File: src/rtl/oled_pkg.sv
// Shared SSD1306 command constants, display defaults and the frame streamer
// state encoding.
package oled_pkg;

  localparam int DEFAULT_WIDTH  = 128;
  localparam int DEFAULT_HEIGHT = 64;

  // Addressing commands used to frame each full-screen transfer.
  localparam logic [7:0] CMD_COL_ADDR  = 8'h21;
  localparam logic [7:0] CMD_PAGE_ADDR = 8'h22;

  // Power-up / init commands shared with the init sequencer.
  localparam logic [7:0] CMD_SET_MEM_MODE = 8'h20;
  localparam logic [7:0] CMD_SET_CONTRAST = 8'h81;
  localparam logic [7:0] CMD_CHARGE_PUMP  = 8'h8D;
  localparam logic [7:0] CMD_DISPLAY_OFF  = 8'hAE;
  localparam logic [7:0] CMD_DISPLAY_ON   = 8'hAF;

  localparam int CMD_SEQ_LEN = 6;

  typedef enum logic [2:0] {
    S_IDLE  = 3'd0,
    S_CMD   = 3'd1,
    S_FETCH = 3'd2,
    S_LOAD  = 3'd3,
    S_HOLD  = 3'd4,
    S_DONE  = 3'd5
  } streamer_state_t;

endpackage

File: src/rtl/oled_frame_streamer.sv
// Streams one full SSD1306 frame: a column/page address window followed by
// every framebuffer byte, page-major, over a valid/ready byte interface.
module oled_frame_streamer
  import oled_pkg::*;
#(
  parameter  int DISPLAY_WIDTH  = DEFAULT_WIDTH,
  parameter  int DISPLAY_HEIGHT = DEFAULT_HEIGHT,
  localparam int PAGES          = DISPLAY_HEIGHT / 8,
  localparam int FB_BYTES       = DISPLAY_WIDTH * PAGES,
  localparam int ADDR_W         = $clog2(FB_BYTES)
) (
  input  logic              clk,
  input  logic              rst,
  input  logic              start,
  output logic              busy,
  output logic              frame_done,
  output logic              fb_rd_en,
  output logic [ADDR_W-1:0] fb_rd_addr,
  input  logic [7:0]        fb_rd_data,
  output logic              out_valid,
  input  logic              out_ready,
  output logic [7:0]        out_byte,
  output logic              out_dc
);

  // Handshake: a byte transfers on a clk edge where out_valid && out_ready;
  // once raised, out_valid/out_byte/out_dc hold until that transfer happens.

  localparam logic [ADDR_W-1:0] LAST_ADDR = ADDR_W'(FB_BYTES - 1);
  localparam logic [2:0]        LAST_CMD  = 3'(CMD_SEQ_LEN - 1);

  streamer_state_t   state, state_next;
  logic [2:0]        cmd_idx;
  logic [ADDR_W-1:0] addr;
  logic              accept;

  function automatic logic [7:0] cmd_byte(input logic [2:0] idx);
    case (idx)
      3'd0:    cmd_byte = CMD_COL_ADDR;
      3'd1:    cmd_byte = 8'h00;
      3'd2:    cmd_byte = 8'(DISPLAY_WIDTH - 1);
      3'd3:    cmd_byte = CMD_PAGE_ADDR;
      3'd4:    cmd_byte = 8'h00;
      3'd5:    cmd_byte = 8'(PAGES - 1);
      default: cmd_byte = 8'h00;
    endcase
  endfunction

  always_ff @(posedge clk or posedge rst) begin
    if (rst) state <= S_IDLE;
    else     state <= state_next;
  end

  always_comb begin
    state_next = state;
    accept     = out_valid && out_ready;
    busy       = (state != S_IDLE);
    frame_done = (state == S_DONE);
    fb_rd_en   = (state == S_FETCH);
    fb_rd_addr = addr;
    case (state)
      S_IDLE:  if (start) state_next = S_CMD;
      S_CMD:   if (accept && cmd_idx == LAST_CMD) state_next = S_FETCH;
      S_FETCH: state_next = S_LOAD;
      S_LOAD:  state_next = S_HOLD;
      S_HOLD:  if (accept) state_next = (addr == LAST_ADDR) ? S_DONE : S_FETCH;
      S_DONE:  state_next = S_IDLE;
      default: state_next = S_IDLE;
    endcase
  end

  // The output byte is staged one state ahead so out_valid is already high
  // in the first CMD cycle and in every HOLD cycle.
  always_ff @(posedge clk or posedge rst) begin
    if (rst) begin
      cmd_idx   <= '0;
      addr      <= '0;
      out_valid <= 1'b0;
      out_byte  <= 8'h00;
      out_dc    <= 1'b0;
    end else begin
      case (state)
        S_IDLE: begin
          if (start) begin
            cmd_idx   <= '0;
            out_byte  <= cmd_byte(3'd0);
            out_dc    <= 1'b0;
            out_valid <= 1'b1;
          end
        end
        S_CMD: begin
          if (accept) begin
            if (cmd_idx == LAST_CMD) begin
              out_valid <= 1'b0;
              addr      <= '0;
            end else begin
              cmd_idx  <= cmd_idx + 3'd1;
              out_byte <= cmd_byte(cmd_idx + 3'd1);
            end
          end
        end
        S_LOAD: begin
          out_byte  <= fb_rd_data;
          out_dc    <= 1'b1;
          out_valid <= 1'b1;
        end
        S_HOLD: begin
          if (accept) begin
            out_valid <= 1'b0;
            // Terminal address leaves addr in place so the counter never wraps.
            if (addr != LAST_ADDR) addr <= addr + 1'b1;
          end
        end
        default: ;
      endcase
    end
  end

endmodule
File: config.mk
export PLATFORM = sky130hd
export DESIGN_NAME = oled_frame_streamer
export DESIGN_NICKNAME = d
export VERILOG_FILES = /design/src/rtl/oled_pkg.sv /design/src/rtl/oled_frame_streamer.sv
export SDC_FILE = /design/constraint.sdc
export NUM_CORES = 1
export LEC_CHECK = 0
export ABC_CLOCK_PERIOD_IN_PS = 1700
export CAP_MARGIN = 20
export CORE_MARGIN = 2
export CORE_UTILIZATION = 45
export CTS_CLUSTER_DIAMETER = 200
export DETAILED_ROUTE_END_ITERATION = 7
export PLACE_DENSITY_LB_ADDON = 0.15
export RECOVER_POWER = 100
export SETUP_SLACK_MARGIN = 0.4
export SYNTH_ARGS = -nofsm -noshare
export SYNTH_HDL_FRONTEND = slang
export SYNTH_SLANG_ARGS = --single-unit
File: constraint.sdc
create_clock -name clk -period 1.7 [get_ports clk]
set_input_delay 0.255 -clock clk [delete_from_list [all_inputs] [get_ports clk]]
set_output_delay 0.255 -clock clk [all_outputs]
set_load 0.1 [all_outputs]
# ---- Word-level counts from Yosys, hierarchy flattened
# Cells that the tools add are included.
dict set report classes {
  addsub 2
  eq_ne 18
  mux 26
  reduce_logical 16
}
# op count
set op_table {}
lappend op_table {{$mux W10} 4}
lappend op_table {{$pmux W7 S4} 1}
lappend op_table {{$mux W8} 3}
lappend op_table {{$pmux W8 S3} 1}
lappend op_table {{$mux W3} 7}
lappend op_table {{$pmux W10 S2} 1}
lappend op_table {{$pmux W3 S5} 1}
lappend op_table {{$ne A2 B2 Y1 const B} 7}
lappend op_table {{$eq A3 B2 Y1 const B} 4}
lappend op_table {{$eq A3 B3 Y1 const B} 4}
lappend op_table {{$add A10 B1 Y10 const B} 1}
lappend op_table {{$eq A10 B10 Y1 const B} 1}
lappend op_table {{$ne A10 B10 Y1 const B} 1}
lappend op_table {{$reduce_and A5 Y1} 2}
lappend op_table {{$reduce_and A4 Y1} 2}
lappend op_table {{$logic_not A3 Y1} 2}
lappend op_table {{$pmux W3 S2} 1}
lappend op_table {{$reduce_bool A2 Y1} 3}
lappend op_table {{$reduce_bool A3 Y1} 2}
lappend op_table {{$mux W1} 5}
lappend op_table {{$pmux W1 S4} 1}
lappend op_table {{$reduce_bool A4 Y1} 1}
lappend op_table {{$add A3 B1 Y3 const B} 1}
lappend op_table {{$eq A3 B1 Y1 const B} 1}
lappend op_table {{other kinds (4)} 5}
dict set report totals {
  reg_bits 26
  output_inout_bits 23
  word_cells 68
}

# ---- Logic depth before layout (Yosys ltp)
# Gate-level depths: netlist of the first run.
dict set report depth {
  word_depth 6
  ltp_mapped 8
}

# ---- Worst setup path after synthesis of the first run
# Ideal clock, no wire load.
dict set report synth_timing {
  path_type {register -> output}
  start {reg state[2]}
  end {out frame_done}
  t_arrival_ns 2.730
  required_time_ns 1.445
  slack_ns -1.285
  stages_incl_launch_ff 4
  path_buffers 1
  cell_sequence {dfrtp_1 buf_2 inv_1 nor3_1}
}
dict set report synth_via {
  elab_chain_len 1
}
# element line_no
set synth_rtl {}
lappend synth_rtl {{start: declaration} oled_frame_streamer.sv:32} ;# streamer_state_t state, state_next;
lappend synth_rtl {{start signal: assignment} oled_frame_streamer.sv:51} ;# else state <= state_next;
lappend synth_rtl {{$eq A3 B3 Y1} oled_frame_streamer.sv:58} ;# frame_done = (state == S_DONE);
lappend synth_rtl {{end: declaration} oled_frame_streamer.sv:16} ;# output logic frame_done,
# Every way passes these cells.

# ---- Worst setup path in the final report of the first run
dict set report layout_timing {
  start {reg cmd_idx[1]}
  end {reg addr[9], in the netlist fb_rd_addr[9]}
}
dict set report layout_via {
  elab_chain_len 3
}
# element line_no
set layout_rtl {}
lappend layout_rtl {{start: declaration} oled_frame_streamer.sv:33} ;# logic [2:0] cmd_idx;
lappend layout_rtl {{start signal: assignment} oled_frame_streamer.sv:97} ;# cmd_idx <= cmd_idx + 3'd1;
lappend layout_rtl {{$eq A3 B3 Y1} oled_frame_streamer.sv:93} ;# if (cmd_idx == LAST_CMD) begin
lappend layout_rtl {{$ne A2 B2 Y1 (no source line)} n/a}
lappend layout_rtl {{$reduce_and A5 Y1 (no source line)} n/a}
lappend layout_rtl {{end signal: assignment} oled_frame_streamer.sv:111} ;# if (addr != LAST_ADDR) addr <= addr + 1'b1;
lappend layout_rtl {{end: declaration} oled_frame_streamer.sv:34} ;# logic [ADDR_W-1:0] addr;
# Every way passes these cells.
# A chain may end at the register's enable or synchronous reset.

==> results.yml, run 1 <==
floorplanning:
  die_area_um2: 3939
  rows: 21
  die_x_um: 62.77
  io-pin-count: 35
  initial_core_util: 0.4657
  die_h_um: 62.77
  core-area_um2: 3337
synth:
  synth_top_area_share: 0.4187
  syn_area_per_cell_um2: 9.088
  synth_seq_cells: 26
  yosysUniqueCellTypes: 43
  syn-cell-area_um2: 1554
  yosys.area.top_type: "dfrtp_1"
  synthTopCellsByArea: "dfrtp_1 (42%), a21oi_1 (5.5%), ha_1 (4.8%)"
  syn_inst: 171
  ys_seq_area_frac: 0.4187
  syn_nets: 189
  yosysWarnings: 0
route:
  drt_wl_total_um: 6881
  drc_errors: 0
  vias: 1920
  routedWlPerCell_um: 22.34
  drt-vias-per-instance: 6.234
  first_pass_iters: 4
  ant_nets: 0
  dr.first_iter.drc_count: 192
clock_network:
  root_buffer: "clkbuf_4"
  cts.sink_count: 26
  htreeDepth: 1
  worst_skew_pair.late_latency_ns: 0.34
  clkTransAtPathRegs_ns: 0.17
  max-clock-path-buffers: 2
  cts_tree: "done"
  cts_buffers: 3
final_layout:
  drive_gt1_frac: 0.5802
  antenna_cells: 0
  area_delta_synth_final_pct: 86.47
  register_area_um2: 691.9
  nets: 281
  multi_input_area_um2: 1087
  num-fill-cells: 144
  final_core_util: 0.8684
setup_path:
  crit_required_ns: 1.97
  cp-end-kind: "flop"
  cp_cell_sequence: "inv_2 > ha_4 > nand4_1 > o221ai_2 > nand4_1 > or3_1 > a21oi_1"
  r2r_slack_ns: -0.19
  r2r_start: "cmd_idx[1]$_DFFE_PP0P_"
  critPathSlowestCell: "dfrtp_1"
  rr_worst_depth: 7
  crit_family: "simple AND/OR/NAND/NOR gates"
  crit_fanout: 4
  critPathBufInv: 1
  start_kind: "flop"
  arrival_ns: 2.16
  path_class: "reg2reg"
  cpMostUsedCell: "nand4_1"
  slowest_delay_ns: 0.43
  r2r_end: "fb_rd_addr[9]$_DFFE_PP0P_"
power:
  combPwrFrac: 0.680
  p_total_uw: 4564
  leakage_uw: 0.001249
  p_sw_frac: 0.5246
  internal_power_uw: 2169
  seq_power_share: 0.219
  cellPowerDensity_nw_per_um2: 1575
  ir_worst_vdd_mv: 1.662
  power.switching_uw: 2394
  clkPwrFrac: 0.101
sta:
  setup_tns_ns: -0.8684
  max_freq_ghz: 0.5294
  setup_viol: 16
  rsz0062_at_grt: "true"
  skew_ns: 0.006069
  maxSlewViolCount: 0
  period_share: 1.111
  setup_ws_ns: -0.1889
  tightest_slew_ns: 0.7044
  whs_ns: 0.5145
  period_minus_slack_ns: 1.889
  finalHoldViolCount: 0
  slew_headroom: 0.5304
hold_path:
  hold_end: "out_byte[7]$_DFFE_PP0P_"
  hold_start: "fb_rd_data[7]"
  min_delay_path_depth: 2
  hp-class: "in2reg"
grt:
  grt.total_usage: 0.2966
  grt_pass1_vias: 1888
  grt_pass1_wl_um: 9280
  grt_max_degree: 27
  antenna_found_initial: 0
  grt_overflow_total: 0
outcome:
  outcome: "finished, violations left"
  failed_checks: "setup timing"
flow_run:
  maxCapViolCount: 0
place:
  place.gp.congestion: 0.8663
  dpl.hpwl_um: 3448
  port_buffers: 34
-- per-stage QoR --
step	setup slack [ns]	cells	instance area, µm²
floorplan	-0.08376	171	1723
global placement	-0.1499	273	2512
detailed placement	-0.1857	273	2512
CTS	-0.003388	297	2863
global route	-0.2350	308	2898
finish	-0.1889	308	2898
-- kinds of logic (layout without fill, tap and decap cells) --
| logic type | Yosys count | in the layout | synth area share |
|---|---|---|---|
| compound gates | 46 | 46 | 0.1916 |
| xor+xnor | 9 | 9 | 0.05073 |
| fa+ha+maj | 6 | 6 | 0.04831 |
| buf+inv | 14 | 105 | 0.04106 |
| flops | 26 | 26 | 0.4187 |
| mux | 3 | 3 | 0.02093 |
| simple gates | 67 | 67 | 0.2287 |
-- layout make-up --
type	count	area share
Clock buffer	3	0.007772
Clock inverter	1	0.01036
Inverter	6	0.01036
Multi-Input combinational cell	131	0.3752
Sequential cell	26	0.2388
Tap cell	46	0.01986
Timing Repair Buffer	95	0.3377
-- routing by layer --
layer / up-vias / global-route usage / wire (µm) / part of all wire
li1: 792 / - / - / -
met1: 960 / 0.3457 / 2685 / 0.39
met2: 132 / 0.5524 / 3357 / 0.49
met3: 36 / 0.05225 / 523 / 0.076
met4: 0 / 0.08611 / 314 / 0.046
met5: - / 0 / 0 / 0
-- cell usage after synthesis, drive strengths merged --
master and number:
a211oi 1, a21o 2, a21oi 17, a22o 1
a2bb2oi 1, and2 1, and3 6, and4 2
buf 5, clkbuf 3, dfrtp 26, ha 6
inv 6, mux2 2, mux2i 1, nand2 16
nand2b 2, nand3 5, nand4 5, nor2 19
nor2b 2, nor3 4, nor3b 1, nor4 1
o211ai 1, o21a 1, o21ai 11, o221ai 1
o22ai 1, o2bb2ai 6, o311a 1, o311ai 1
o32ai 1, or3 2, or3b 1, xnor2 2
xor2 7
-- sequential cells by signal, summed over array words and instances (netlist names) --
register,count
state,3
out_dc,1
out_byte,8
out_valid,1
fb_rd_addr,10
cmd_idx,3
-- power by group through the flow --
| stage | combinational (µW) | sequential (µW) | clock [µW] |
|---|---|---|---|
| after detailed placement | 2650 | 1000 | 0 |
| after floorplan | 1050 | 1650 | 0 |
| final | 3100 | 1000 | 461 |
| after CTS | 2980 | 1020 | 440 |
| after global placement | 2570 | 1000 | 0 |
| after global routing | 3210 | 1010 | 487 |
-- cell usage in the layout, fill, tap and decap left out, types with 4 or more instances in the layout --
master            n
clkdlybuf4s50_1  10
buf_4            43
a21oi_1          11
nand2_1          12
nand4_1           4
a21oi_2           5
nor2_1           16
clkbuf_2          9
xor2_1            5
dfrtp_2           6
dfrtp_4           9
buf_6            16
dfrtp_1          11
buf_12           16
o21ai_1           7
-- worst max path at each step --
| stage | from | to | slack (ns) | cells after the start |
|---|---|---|---|---|
| floorplan | fb_rd_addr[1]$_DFFE_PP0P_ | fb_rd_addr[9]$_DFFE_PP0P_ | -0.08 | 6 |
| CTS | cmd_idx[1]$_DFFE_PP0P_ | fb_rd_addr[6]$_DFFE_PP0P_ | -0.003 | 8 |
| finish | cmd_idx[1]$_DFFE_PP0P_ | fb_rd_addr[9]$_DFFE_PP0P_ | -0.19 | 7 |
| detailed placement | start | fb_rd_addr[9]$_DFFE_PP0P_ | -0.19 | 6 |
| global placement | start | fb_rd_addr[9]$_DFFE_PP0P_ | -0.15 | 6 |
| global route | cmd_idx[1]$_DFFE_PP0P_ | fb_rd_addr[9]$_DFFE_PP0P_ | -0.24 | 7 |
-- what timing repair did --
| item | CTS | global route |
|---|---|---|
| hold buffers | 0 | 0 |
| hold endpoints to repair | 0 | 0 |
| setup buffers | 20 | 11 |
| gates cloned | 0 | 0 |
| pin swaps | 8 | 18 |
| endpoints found under the setup margin | 33 | 38 |
| resized for setup | 37 | 21 |
No activity file was read; power rests on OpenSTA's default activity.
==> run 2: changes to the inputs <==
--- a/config.mk
+++ b/config.mk
@@ -10,7 +10,9 @@
 export CORE_MARGIN = 2
 export CORE_UTILIZATION = 45
 export CTS_CLUSTER_DIAMETER = 200
+export CTS_CLUSTER_SIZE = 28
 export DETAILED_ROUTE_END_ITERATION = 7
+export GPL_TIMING_DRIVEN = 0
 export PLACE_DENSITY_LB_ADDON = 0.15
 export RECOVER_POWER = 100
 export SETUP_SLACK_MARGIN = 0.4
==> results.yml, run 2 (synthesis results as in run 1) <==
clock_network:
  root_buffer: "clkbuf_4"
  cts.sink_count: 26
  cts_hold_buffers: 0
  max-clock-path-buffers: 2
  cts_buffers: 3
  cts_tree: "done"
  clkTransAtPathRegs_ns: 0.17
  worst_skew_pair.late_latency_ns: 0.33
  htreeDepth: 1
power:
  leakage_uw: 0.001233
  ir_worst_vdd_mv: 1.509
  cellPowerDensity_nw_per_um2: 1593
setup_path:
  endpoint: "fb_rd_addr[9]$_DFFE_PP0P_"
  r2r_slack_ns: -0.17
  r2r_end: "fb_rd_addr[9]$_DFFE_PP0P_"
  arrival_ns: 2.14
  start_kind: "flop"
  path_class: "reg2reg"
  worstSetupStartpoint: "cmd_idx[1]$_DFFE_PP0P_"
  r2r_start: "cmd_idx[1]$_DFFE_PP0P_"
  rr_worst_depth: 8
  cp-end-kind: "flop"
  crit_fanout: 5
  crit_required_ns: 1.97
grt:
  grt.total_usage: 0.2610
  grt_pass1_vias: 1715
  antenna_found_initial: 0
  grt_max_degree: 27
  grt_use_met2: 0.4758
  use_met1: 0.3236
  grt_overflow_total: 0
  top_usage_layer: "met2"
  grt_use_met3: 0.03784
  grt_pass1_wl_um: 8162
route:
  drc_errors: 0
  first_pass_iters: 4
  routedWlPerCell_um: 18.96
  vias: 1682
  drt-vias-per-instance: 5.721
  dr.first_iter.drc_count: 163
  ant_nets: 0
  drt_wl_total_um: 5575
sta:
  setup_ws_ns: -0.1682
  whs_ns: 0.1930
  maxSlewViolCount: 0
  finalHoldViolCount: 0
  setup_viol: 15
  tightest_slew_ns: 0.6453
  max_freq_ghz: 0.5353
  slew_headroom: 0.5698
  rsz0062_at_grt: "true"
  period_minus_slack_ns: 1.868
  period_share: 1.099
  skew_ns: 0.008009
flow_run:
  maxCapViolCount: 0
final_layout:
  nets: 267
  fin_area_um2: 2932
  antenna_cells: 0
  drive_gt1_frac: 0.5887
  largest_reg_flops: 10
  area_delta_synth_final_pct: 88.65
  layout_commonest_cell: "buf_4"
  final_cell_mix: "buf_4 (25), buf_6 (20), nor2_1 (15), buf_12 (13), a21oi_1 (12)"
  final_core_util: 0.8785
place:
  post_dp_cell_area_um2: 2121
  place.gp.congestion: 0.8368
  port_buffers: 34
  dpl.hpwl_um: 2934
  pre_cts_slack_ns: -0.6897
floorplanning:
  rows: 21
  die_h_um: 62.77
  die_area_um2: 3939
  io-pin-count: 35
  initial_core_util: 0.4657
  die_x_um: 62.77
  core-area_um2: 3337
outcome:
  outcome: "finished, violations left"
  failed_checks: "setup timing"
hold_path:
  hp-class: "in2async"
[run 2: cell types whose count changed in the layout (fill, tap and decap cells not counted), sizes merged]
| cell | previous run | this run |
|---|---|---|
| buf | 75 | 66 |
| bufbuf | 0 | 1 |
| clkbuf | 12 | 6 |
[run 2: worst min-delay path by stage]
stage / to / depth (start not counted) / slack [ns] / startpoint
2_1_floorplan: cmd_idx[0]$_DFFE_PP0P_ / 1 / 0.30 / rst
3_3_place_gp: out_byte[2]$_DFFE_PP0P_ / 1 / 0.47 / out_byte[2]$_DFFE_PP0P_
3_5_place_dp: out_byte[6]$_DFFE_PP0P_ / 1 / 0.47 / out_byte[6]$_DFFE_PP0P_
4_1_cts: fb_rd_addr[5]$_DFFE_PP0P_ / 2 / 0.46 / rst
5_1_grt: out_byte[7]$_DFFE_PP0P_ / 2 / 0.18 / rst
6_report: out_byte[7]$_DFFE_PP0P_ / 2 / 0.19 / rst
[run 2: metal layers]
metal  part of all wire  routed length [µm]  up-vias
met1               0.40                2238      824
met3              0.050                 280       14
met2               0.53                2955       74
li1                   -                   -      770
met4              0.018                 100        0
met5                  0                   0        -
[run 2: critical path: stages (launching register included)]
cell      delay (ns)
dfrtp_1         0.43
inv_2           0.08
ha_4            0.12
buf_6           0.11
nand4_1         0.13
o221ai_2        0.24
nand4_1         0.19
or3_1           0.36
a21oi_1         0.14
[run 2: report_power, final]
part           switching [µW]  total (µW)  internal (µW)  leakage (µW)
combinational            1950        3250           1300      0.000889
sequential                188         971            783      0.000316
clock                     212         450            238     0.0000279
[run 2: area by class of cell]
type | instances | area [µm²]
multi-input combinational | 131 | 1157
timing repair buffer | 73 | 852.1
inverter | 6 | 30.03
fill | 145 | 405.4
sequential | 26 | 693.2
clock inverter | 1 | 30.03
clock buffer | 3 | 22.52
buffer | 8 | 88.84
tap | 46 | 57.56
[run 2: stage by stage]
| stage | std cells | power (µW) | setup TNS, ns |
|---|---|---|---|
| 2_1_floorplan | 171 | 2692 | -0.2145 |
| 3_3_place_gp | 251 | 3128 | -4.586 |
| 3_5_place_dp | 251 | 3190 | -5.324 |
| 4_1_cts | 280 | 4300 | -0.07884 |
| 5_1_grt | 294 | 4869 | -2.297 |
| 6_report | 294 | 4669 | -0.8347 |
[run 2: timing repair]
item / CTS / global route
resized for setup: 229 / 33
endpoints found under the setup margin: 48 / 47
setup buffers: 24 / 13
gates cloned: 1 / 0
pin swaps: 23 / 15
